$ cat config.mk
export PLATFORM = sky130hd
export DESIGN_NAME = pipe_stall_sequencer
export DESIGN_NICKNAME = d
export VERILOG_FILES = /design/src/rtl/pipe_stall_sequencer.sv
export SDC_FILE = /design/constraint.sdc
export NUM_CORES = 1
export LEC_CHECK = 0
export CAP_MARGIN = 20
export CORE_MARGIN = 4
export CORE_UTILIZATION = 35
export DETAILED_ROUTE_END_ITERATION = 10
export GPL_TIMING_DRIVEN = 0
export PLACE_DENSITY = 0.89
export SYNTH_ARGS = -nofsm -noshare
export SYNTH_HDL_FRONTEND = slang
export SYNTH_SLANG_ARGS = --single-unit
$ cat constraint.sdc
create_clock -name clk -period 2.1 [get_ports clk]
set_input_delay 0.21 -clock clk [delete_from_list [all_inputs] [get_ports clk]]
set_output_delay 0.21 -clock clk [all_outputs]
set_load 0.005 [all_outputs]
$ cat src/rtl/pipe_stall_sequencer.sv
// pipe_stall_sequencer
// Front-end stall/flush sequencer for an in-order pipeline. The sequencer
// arbitrates data-cache back-pressure (memBusy), taken branches
// (branchTakenReq) and load-use hazards (loadUseReq) in that priority order.
// It drives the PC / IF_ID / DEC stage enables and the IF_ID / DEC bubble
// inserts.
//
// Outputs are Mealy: a request changes the outputs in the same cycle it is
// raised. A 3-bit down-counter stretches load stalls to LOAD_STALL_CYCLES
// cycles and branch flushes to BRANCH_FLUSH_CYCLES cycles. Both counts include
// the request cycle.
//
// Optional feature: define STALL_PERF_CNT_EN to build the two saturating
// 16-bit performance counters. When the macro is undefined, stallCycleCnt and
// flushEventCnt are tied to zero and no counter flops are built.

module pipe_stall_sequencer #(
    parameter int unsigned LOAD_STALL_CYCLES   = 1,  // 1..7
    parameter int unsigned BRANCH_FLUSH_CYCLES = 1   // 1..7
) (
    input  logic        clk,
    input  logic        rst_n,
    input  logic        loadUseReq,
    input  logic        branchTakenReq,
    input  logic        memBusy,
    output logic        PCLocker,
    output logic        IF_IDLocker,
    output logic        DECLocker,
    output logic        IF_IDFlush,
    output logic        DECFlush,
    output logic [1:0]  seqState,
    output logic [15:0] stallCycleCnt,
    output logic [15:0] flushEventCnt
);

    typedef enum logic [1:0] {
        RUN        = 2'd0,
        LOAD_STALL = 2'd1,
        FLUSH      = 2'd2,
        MEM_WAIT   = 2'd3
    } state_e;

    // Counter reload values: cycles still to go after the request cycle.
    localparam logic [2:0] LOAD_RELOAD   = 3'(LOAD_STALL_CYCLES - 1);
    localparam logic [2:0] BRANCH_RELOAD = 3'(BRANCH_FLUSH_CYCLES - 1);

    state_e     state_q, state_d;
    logic [2:0] cnt_q, cnt_d;

    // Raw (ungated) stage controls; reset masking is applied at the ports.
    logic pc_lock, ifid_lock, dec_lock, ifid_flush, dec_flush;

    // State and down-counter register.
    // NOTE: sequential state uses non-blocking assignments only, so every flop
    // samples the pre-edge values regardless of block ordering.
    always_ff @(posedge clk or negedge rst_n) begin
        if (!rst_n) begin
            state_q <= RUN;
            cnt_q   <= 3'd0;
        end else begin
            state_q <= state_d;
            cnt_q   <= cnt_d;
        end
    end

    // Next-state, counter and Mealy output decode, priority memBusy > branch > load-use.
    // NOTE: every signal gets a default before the case so no path can infer a latch.
    always_comb begin
        state_d    = state_q;
        cnt_d      = cnt_q;
        pc_lock    = 1'b1;
        ifid_lock  = 1'b1;
        dec_lock   = 1'b1;
        ifid_flush = 1'b0;
        dec_flush  = 1'b0;

        if (memBusy) begin
            // Freeze the whole front end and drop any stall or flush in progress.
            pc_lock   = 1'b0;
            ifid_lock = 1'b0;
            dec_lock  = 1'b0;
            cnt_d     = 3'd0;
            state_d   = MEM_WAIT;
        end else begin
            unique case (state_q)
                MEM_WAIT: begin
                    // One run-out cycle. Pending requests are re-evaluated from RUN.
                    state_d = RUN;
                    cnt_d   = 3'd0;
                end

                FLUSH: begin
                    ifid_flush = 1'b1;
                    dec_flush  = 1'b1;
                    if (branchTakenReq) begin
                        // A new redirect restarts the flush window.
                        cnt_d   = BRANCH_RELOAD;
                        state_d = (BRANCH_RELOAD != 3'd0) ? FLUSH : RUN;
                    end else if (cnt_q <= 3'd1) begin
                        // Last flush cycle; the counter never wraps below zero.
                        cnt_d   = 3'd0;
                        state_d = RUN;
                    end else begin
                        cnt_d = cnt_q - 3'd1;
                    end
                end

                RUN, LOAD_STALL: begin
                    if (branchTakenReq) begin
                        ifid_flush = 1'b1;
                        dec_flush  = 1'b1;
                        cnt_d      = BRANCH_RELOAD;
                        state_d    = (BRANCH_RELOAD != 3'd0) ? FLUSH : RUN;
                    end else if (state_q == LOAD_STALL || loadUseReq) begin
                        // Hold PC and IF_ID and send a bubble down from DEC.
                        pc_lock   = 1'b0;
                        ifid_lock = 1'b0;
                        dec_flush = 1'b1;
                        if (state_q == RUN) begin
                            cnt_d   = LOAD_RELOAD;
                            state_d = (LOAD_RELOAD != 3'd0) ? LOAD_STALL : RUN;
                        end else if (cnt_q <= 3'd1) begin
                            cnt_d   = 3'd0;
                            state_d = RUN;
                        end else begin
                            cnt_d = cnt_q - 3'd1;
                        end
                    end
                end

                default: begin
                    state_d = RUN;
                    cnt_d   = 3'd0;
                end
            endcase
        end
    end

    // While reset is asserted every stage enable and bubble insert reads zero.
    assign PCLocker    = pc_lock    & rst_n;
    assign IF_IDLocker = ifid_lock  & rst_n;
    assign DECLocker   = dec_lock   & rst_n;
    assign IF_IDFlush  = ifid_flush & rst_n;
    assign DECFlush    = dec_flush  & rst_n;
    assign seqState    = state_q;

`ifdef STALL_PERF_CNT_EN
    logic [15:0] stall_cnt_q;
    logic [15:0] flush_cnt_q;
    logic        branch_accept;

    // A branch counts as a flush event only when it is accepted from RUN or
    // LOAD_STALL. A reload inside FLUSH extends the current event instead.
    assign branch_accept = !memBusy && branchTakenReq &&
                           (state_q == RUN || state_q == LOAD_STALL);

    // Saturating counters of frozen-PC cycles and accepted branches.
    always_ff @(posedge clk or negedge rst_n) begin
        if (!rst_n) begin
            stall_cnt_q <= 16'd0;
            flush_cnt_q <= 16'd0;
        end else begin
            if (!pc_lock && stall_cnt_q != 16'hFFFF) begin
                stall_cnt_q <= stall_cnt_q + 16'd1;
            end
            if (branch_accept && flush_cnt_q != 16'hFFFF) begin
                flush_cnt_q <= flush_cnt_q + 16'd1;
            end
        end
    end

    assign stallCycleCnt = stall_cnt_q;
    assign flushEventCnt = flush_cnt_q;
`else
    assign stallCycleCnt = 16'd0;
    assign flushEventCnt = 16'd0;
`endif

endmodule
==> summary.txt, run 1 <==
Clock network
  – Clock sinks: 5
  – Clock Root Buffer: clkbuf_4
  – CTS H-tree depth: 1
  – Num CTS Buffers: 3
  – Post-CTS setup buffer count: 0
  – Clk_lat worst skew: 0.23 ns
  – CTS tree: done
  – Clock slew at reported path FFs: 0.04 ns
  – Maximum root-to-sink buffer count: 2

Worst setup path
  – Critical path class: primary input to output port
  – Worst Path Required: 1.89 ns
  – Max stage delay on crit path: ~0.58 ns
  – Crit-path most repeated cell: clkdlybuf4s50_1
  – Buf/Inv on CP: 2
  – Critical Path Source Type: primary input
  – Slowest cell on crit path: clkdlybuf4s50_1
  – Cell Chain, Critical Path: clkdlybuf4s50_1 > nor2_1 > a221oi_1 > clkdlybuf4s50_1
  – Crit path max fanout: 6
  – Worst setup EP type: output port
  – WP data arrival: 1.74 ns
  – Worst path top cell family by delay: buffers and inverters

Synth
  – Flops & latches, synth: 5
  – Top-area cell type share of the netlist area: 42.67%
  – Synth unique cells: 24
  – Mapped cell area: roughly 580 sq um
  – Mean post-synth cell area: 8.414 sq um
  – Synth warn: 0
  – Post-Synthesis Cells: roughly 70
  – Main area contributors after synthesis: buf_4 43%, dfrtp_1 22%, ha_1 4.3%
  – Synth area leader: buf_4
  – Sequential-to-total area share from yosys stat: 21.55%

Outcome
  – Status: finished clean

Timing
  – Setup ws final: 0.1518 ns
  – Skew final: 0.0005711 ns
  – Fmax achieved: approximately 510 MHz
  – Period minus WS final: just under 2 ns
  – Final count of hold timing violations: 0
  – Final setup viols: 0
  – Tcrit/Tclk final: 92.77%
  – RSZ-0062 raised after global routing: false
  – Max-slew violation count: 0
  – Total negative setup slack: 0 ns

Placement
  – Final GP Congestion: 0.6885
  – HPWL Detailed: 1027 microns
  – Port bufs: 11
  – Worst slack at placement: 0.07428 ns

Hold path
  – Worst min path class: primary input to asynchronous set/reset pin

Die
  – Die W: 48.73 microns
  – Die Ht: 48.73 microns
  – FP Rows: 14
  – Initial Util: 37.66%
  – Die area: 2374 sq um
  – # IOs: 44
  – Core ar.: 1541 sq um

Global routing
  – GRT Overall Usage: 9.842%
  – Largest net degree at the start of global routing: 8
  – First-pass GRT wire length: 1932 microns
  – Vias in the first global route: approximately 460
  – Antenna violations before repair: 0
  – Gr ovfl total: 0

Pwr
  – LEAKAGE: 0.5123 nW
  – Worst vdd ir: ~250 uV
  – Pwr per Cell Area: roughly 360 nW/um^2

Final layout
  – Fillers: 150
  – Ant. Diodes: 0
  – Layout area overhead: 49.14%
  – Share of cells above drive strength 1: between 30% and 40%
  – Layout Utilization: 56.17%
  – Most frequent cells in the layout: 33 x buf_4, 32 x conb_1, 10 x clkdlybuf4s50_1, 6 x inv_1, 5 x dfrtp_1
  – Final #Nets: ~120
  – Most common cell after layout, fill and taps aside: buf_4

Drt
  – Remaining antenna violation count after routing: 0
  – Remaining DRCs: 0
  – Detailed-route via count: 483
  – Total wire length: 1134 microns
  – DRT Pass-1 Iters: 4
  – WL/cell: 8.591 microns
  – Iteration-0 DRC Markers: 2
  – Vias/cell: ~3.7

Flow run
  – Max cap viols: 0
worst paths after layout:
check,from,to,slack [ns],depth (start not counted)
worst max-delay path,branchTakenReq,DECFlush,0.15,4
worst max register to register,cnt_q[1],cnt_q[1],0.74,5
min in group clk,cnt_q[2],cnt_q[2],0.56,1
max in group asynchronous,rst_n,seqState[1],1.51,2
worst min register to register,cnt_q[2],cnt_q[2],0.56,1
worst min-delay path,rst_n,cnt_q[0],0.41,2
cell usage after synthesis:
library cell and instances:
a21oi_1 1, a221oi_1 1, a32oi_1 1, buf_4 33, conb_1 1, dfrtp_1 5, ha_1 2, inv_1 6
mux2i_1 1, nand2_1 1, nand2b_1 2, nand3_1 1, nor2_1 3, nor2b_1 1, nor4b_1 1, o2111ai_1 1
o21ai_0 1, o21ba_2 1, o22ai_1 1, o31a_1 1, o31ai_1 1, o31ai_2 1, or2b_2 1, xor2_1 1
state kept, by name (all words and copies together) (netlist names):
name and flops:
cnt_q 3, seqState 2
final cells by class:
cell class / count / area [sq um] / share of cell area, %
inverters: 6 / 22.52 / 2.601
plain buffers: 33 / 247.7 / 28.61
well taps: 16 / 20.02 / 2.312
multi-input cells: 56 / 301.5 / 34.83
clock buffers: 4 / 26.28 / 3.035
repair buffers: 12 / 122.6 / 14.16
flip-flops and latches: 5 / 125.1 / 14.45
kinds of logic (layout without fill, tap and decap cells):
group | Yosys count | count (layout) | share of synthesized area (%)
buf+inv | 39 | 55 | 46.55
compound gates | 10 | 10 | 14.01
simple gates | 10 | 10 | 9.698
flops | 5 | 5 | 21.55
fa+ha+maj | 2 | 2 | 4.310
other cells | 1 | 32 | 0.6459
xor+xnor | 1 | 1 | 1.509
mux | 1 | 1 | 1.724
through the flow:
step | total power (W) | hold WS [ns] | std cells | area (sq um)
after floorplan | 0.0001730 | -0.08559 | 100 | 696.9
after global placement | 0.0001998 | 0.4521 | 127 | 827.0
after detailed placement | 0.0002020 | 0.4633 | 127 | 827.0
after CTS | 0.0003138 | 0.2064 | 131 | 853.3
after global routing | 0.0003368 | 0.4251 | 132 | 865.8
final | 0.0003102 | 0.4057 | 132 | 865.8
where the power goes:
| part | leakage (nW) | switching [W] | internal (W) |
|---|---|---|---|
| Combinational | 0.432 | 0.0000389 | 0.0000629 |
| Clock | 0.0150 | 0.0000344 | 0.0000715 |
| Sequential | 0.0652 | 0.00000376 | 0.0000988 |
metal layers:
layer	GRT usage, %	share of wire (%)	vias to the layer above
li1	-	-	255
met5	0	0	-
met2	17.83	58	21
met3	3.067	9.2	0
met4	4.036	0	0
met1	10.30	33	207
timing repair:
action | CTS | global route
setup endpoints to repair | 0 | 1
hold buffers | 0 | 1
endpoints found under the hold margin | 0 | 5
gates resized for setup | 0 | 1
Power figures use the tool's default switching activity.
==> inputs of run 2 (changes only) <==
==> constraint.sdc (replaced) <==
create_clock -name clk -period 2.1 [get_ports clk]
set_input_delay 0.42 -clock clk [delete_from_list [all_inputs] [get_ports clk]]
set_output_delay 0.42 -clock clk [all_outputs]
set_load 0.005 [all_outputs]
==> run 2 against run 1 <==
Non-clock buffer count is 1 higher. Via count down 1.0%. Maximum frequency fell by 4.5%. Global-route usage up 0.32 points. Largest cell class unchanged. Largest power group is now combinational logic.
==> summary.txt, run 2 (synthesis gave the netlist of run 1 again) <==
Timing
  – Skew final: 0.0009402 ns
  – Final count of hold timing violations: 0
  – RSZ-0062 raised after global routing: false
  – Tcrit/Tclk final: 97.16%
  – Total negative setup slack: 0 ns
  – Final setup viols: 0
  – Hold Slack: 0.01616 ns
  – Fmax achieved: slightly below 500 MHz
  – Period minus WS final: 2.040 ns
  – Max-slew violation count: 0

Pwr
  – LEAKAGE: ~0.56 nW
  – Worst vdd ir: 248.7 uV
  – Pwr per Cell Area: 352.9 nW/um^2

Global routing
  – Vias in the first global route: 451
  – Largest net degree at the start of global routing: 8
  – Antenna violations before repair: 0
  – First-pass GRT wire length: 1973 microns
  – GRT Overall Usage: 10.16%
  – Gr ovfl total: 0

Final layout
  – Most common cell after layout, fill and taps aside: buf_4
  – Ant. Diodes: 0
  – Layout area overhead: 53.88%
  – Max FFs per register: 3
  – Share of cells above drive strength 1: 39.32%
  – Most frequent cells in the layout: 34 x buf_4, 32 x conb_1, 6 x inv_1, 4 x dlygate4sd2_1, 4 x clkdlybuf4s50_1
  – Biggest register: cnt_q
  – Final #Nets: 125

Drt
  – Remaining DRCs: 0
  – WL/cell: ~9.0 microns
  – Total wire length: 1193 microns
  – Detailed-route via count: 478
  – Remaining antenna violation count after routing: 0
  – Iteration-0 DRC Markers: 0
  – DRT Pass-1 Iters: 1
  – Vias/cell: between 3 and 4

Worst setup path
  – Worst Path Required: approximately 1.7 ns
  – Slowest cell on crit path: clkdlybuf4s50_1
  – Max stage delay on crit path: 0.51 ns
  – Worst path top cell family by delay: buffers and inverters
  – Crit. path cell count: 5
  – Critical Path Source Type: primary input
  – Crit path max fanout: 4
  – R2r worst-path depth: 5
  – Cell Chain, Critical Path: clkdlybuf4s50_1 > nor2_4 > o31a_1 > buf_4 > dlygate4sd2_1
  – WP data arrival: 1.62 ns
  – Worst setup EP type: output port
  – Critical path class: primary input to output port
  – Buf/Inv on CP: 3

Die
  – Initial Util: 37.66%
  – FP Rows: 14
  – Die W: 48.73 microns
  – Die Ht: between 40 and 50 microns
  – # IOs: 44
  – Core ar.: roughly 1500 sq um
  – Die area: 2374 sq um

Clock network
  – Clock Root Buffer: clkbuf_4
  – Clk_lat worst skew: 0.23 ns
  – CTS H-tree depth: 1
  – Clock sinks: 5
  – Maximum root-to-sink buffer count: 2
  – Clock slew at reported path FFs: about 0.04 ns
  – Num CTS Buffers: 3
  – CTS tree: done
  – Hold Buf Count CTS: 0

Placement
  – Final GP Congestion: just under 0.7
  – Port bufs: 11
  – HPWL Detailed: 1027 microns

Flow run
  – Max cap viols: 0

Outcome
  – Status: finished clean

Hold path
  – Worst min path class: primary input to asynchronous set/reset pin
[run 2: changes by cell type in the layout (fill, tap and decap cells not counted), moves of 2 or more]
cell	previous run	this run
dfrtp_1	5	3
dlygate4sd2_1	0	4
dfrtp_2	0	2
clkdlybuf4s50_1	10	4
[run 2: worst paths after layout]
check | from | slack [ns] | endpoint
worst max-delay path | loadUseReq | 0.06 | PCLocker
worst min-delay path | rst_n | 0.02 | cnt_q[0]
worst max register to register | cnt_q[1] | 0.73 | cnt_q[1]
worst min register to register | cnt_q[2] | 0.56 | cnt_q[2]
max in group asynchronous | rst_n | 1.90 | seqState[1]
min in group clk | cnt_q[2] | 0.56 | cnt_q[2]
[run 2: what timing repair did]
action | CTS | global route
buffers inserted | 0 | 2
endpoints found under the setup margin | 5 | 2
hold endpoints to repair | 0 | 0
resized for setup | 7 | 7
[run 2: power breakdown]
group          switching (W)  leakage (nW)  internal [W]
combinational      0.0000423         0.481     0.0000641
sequential        0.00000355        0.0633     0.0000992
clock              0.0000347        0.0150     0.0000715
[run 2: metal layers]
metal / global-route usage [%] / routed length, microns
met1: 10.49 / 402
met2: 18.70 / 685
met3: 3.067 / 104
met4: 4.036 / 0
met5: 0 / 0
[run 2: through the flow]
stage	util, %	setup WS [ns]	area, sq um	instances	total power (W)
6_report	57.95	0.05963	893.4	133	0.0003153
5_1_grt	57.95	0.03484	893.4	133	0.0003412
4_1_cts	55.60	0.0002370	857.1	131	0.0003124
3_5_place_dp	53.65	-0.3457	827.0	127	0.0002020
3_3_place_gp	53.65	-0.2920	827.0	127	0.0001998
2_1_floorplan	-	0.7582	696.9	100	0.0001730
[run 2: cell type report]
type / instances / area [sq um]
buffer: 33 / 247.7
clock buffer: 4 / 26.28
fill: 153 / 648.1
inverter: 6 / 22.52
multi-input combinational: 56 / 316.6
sequential: 5 / 127.6
tap: 16 / 20.02
timing repair buffer: 13 / 132.6
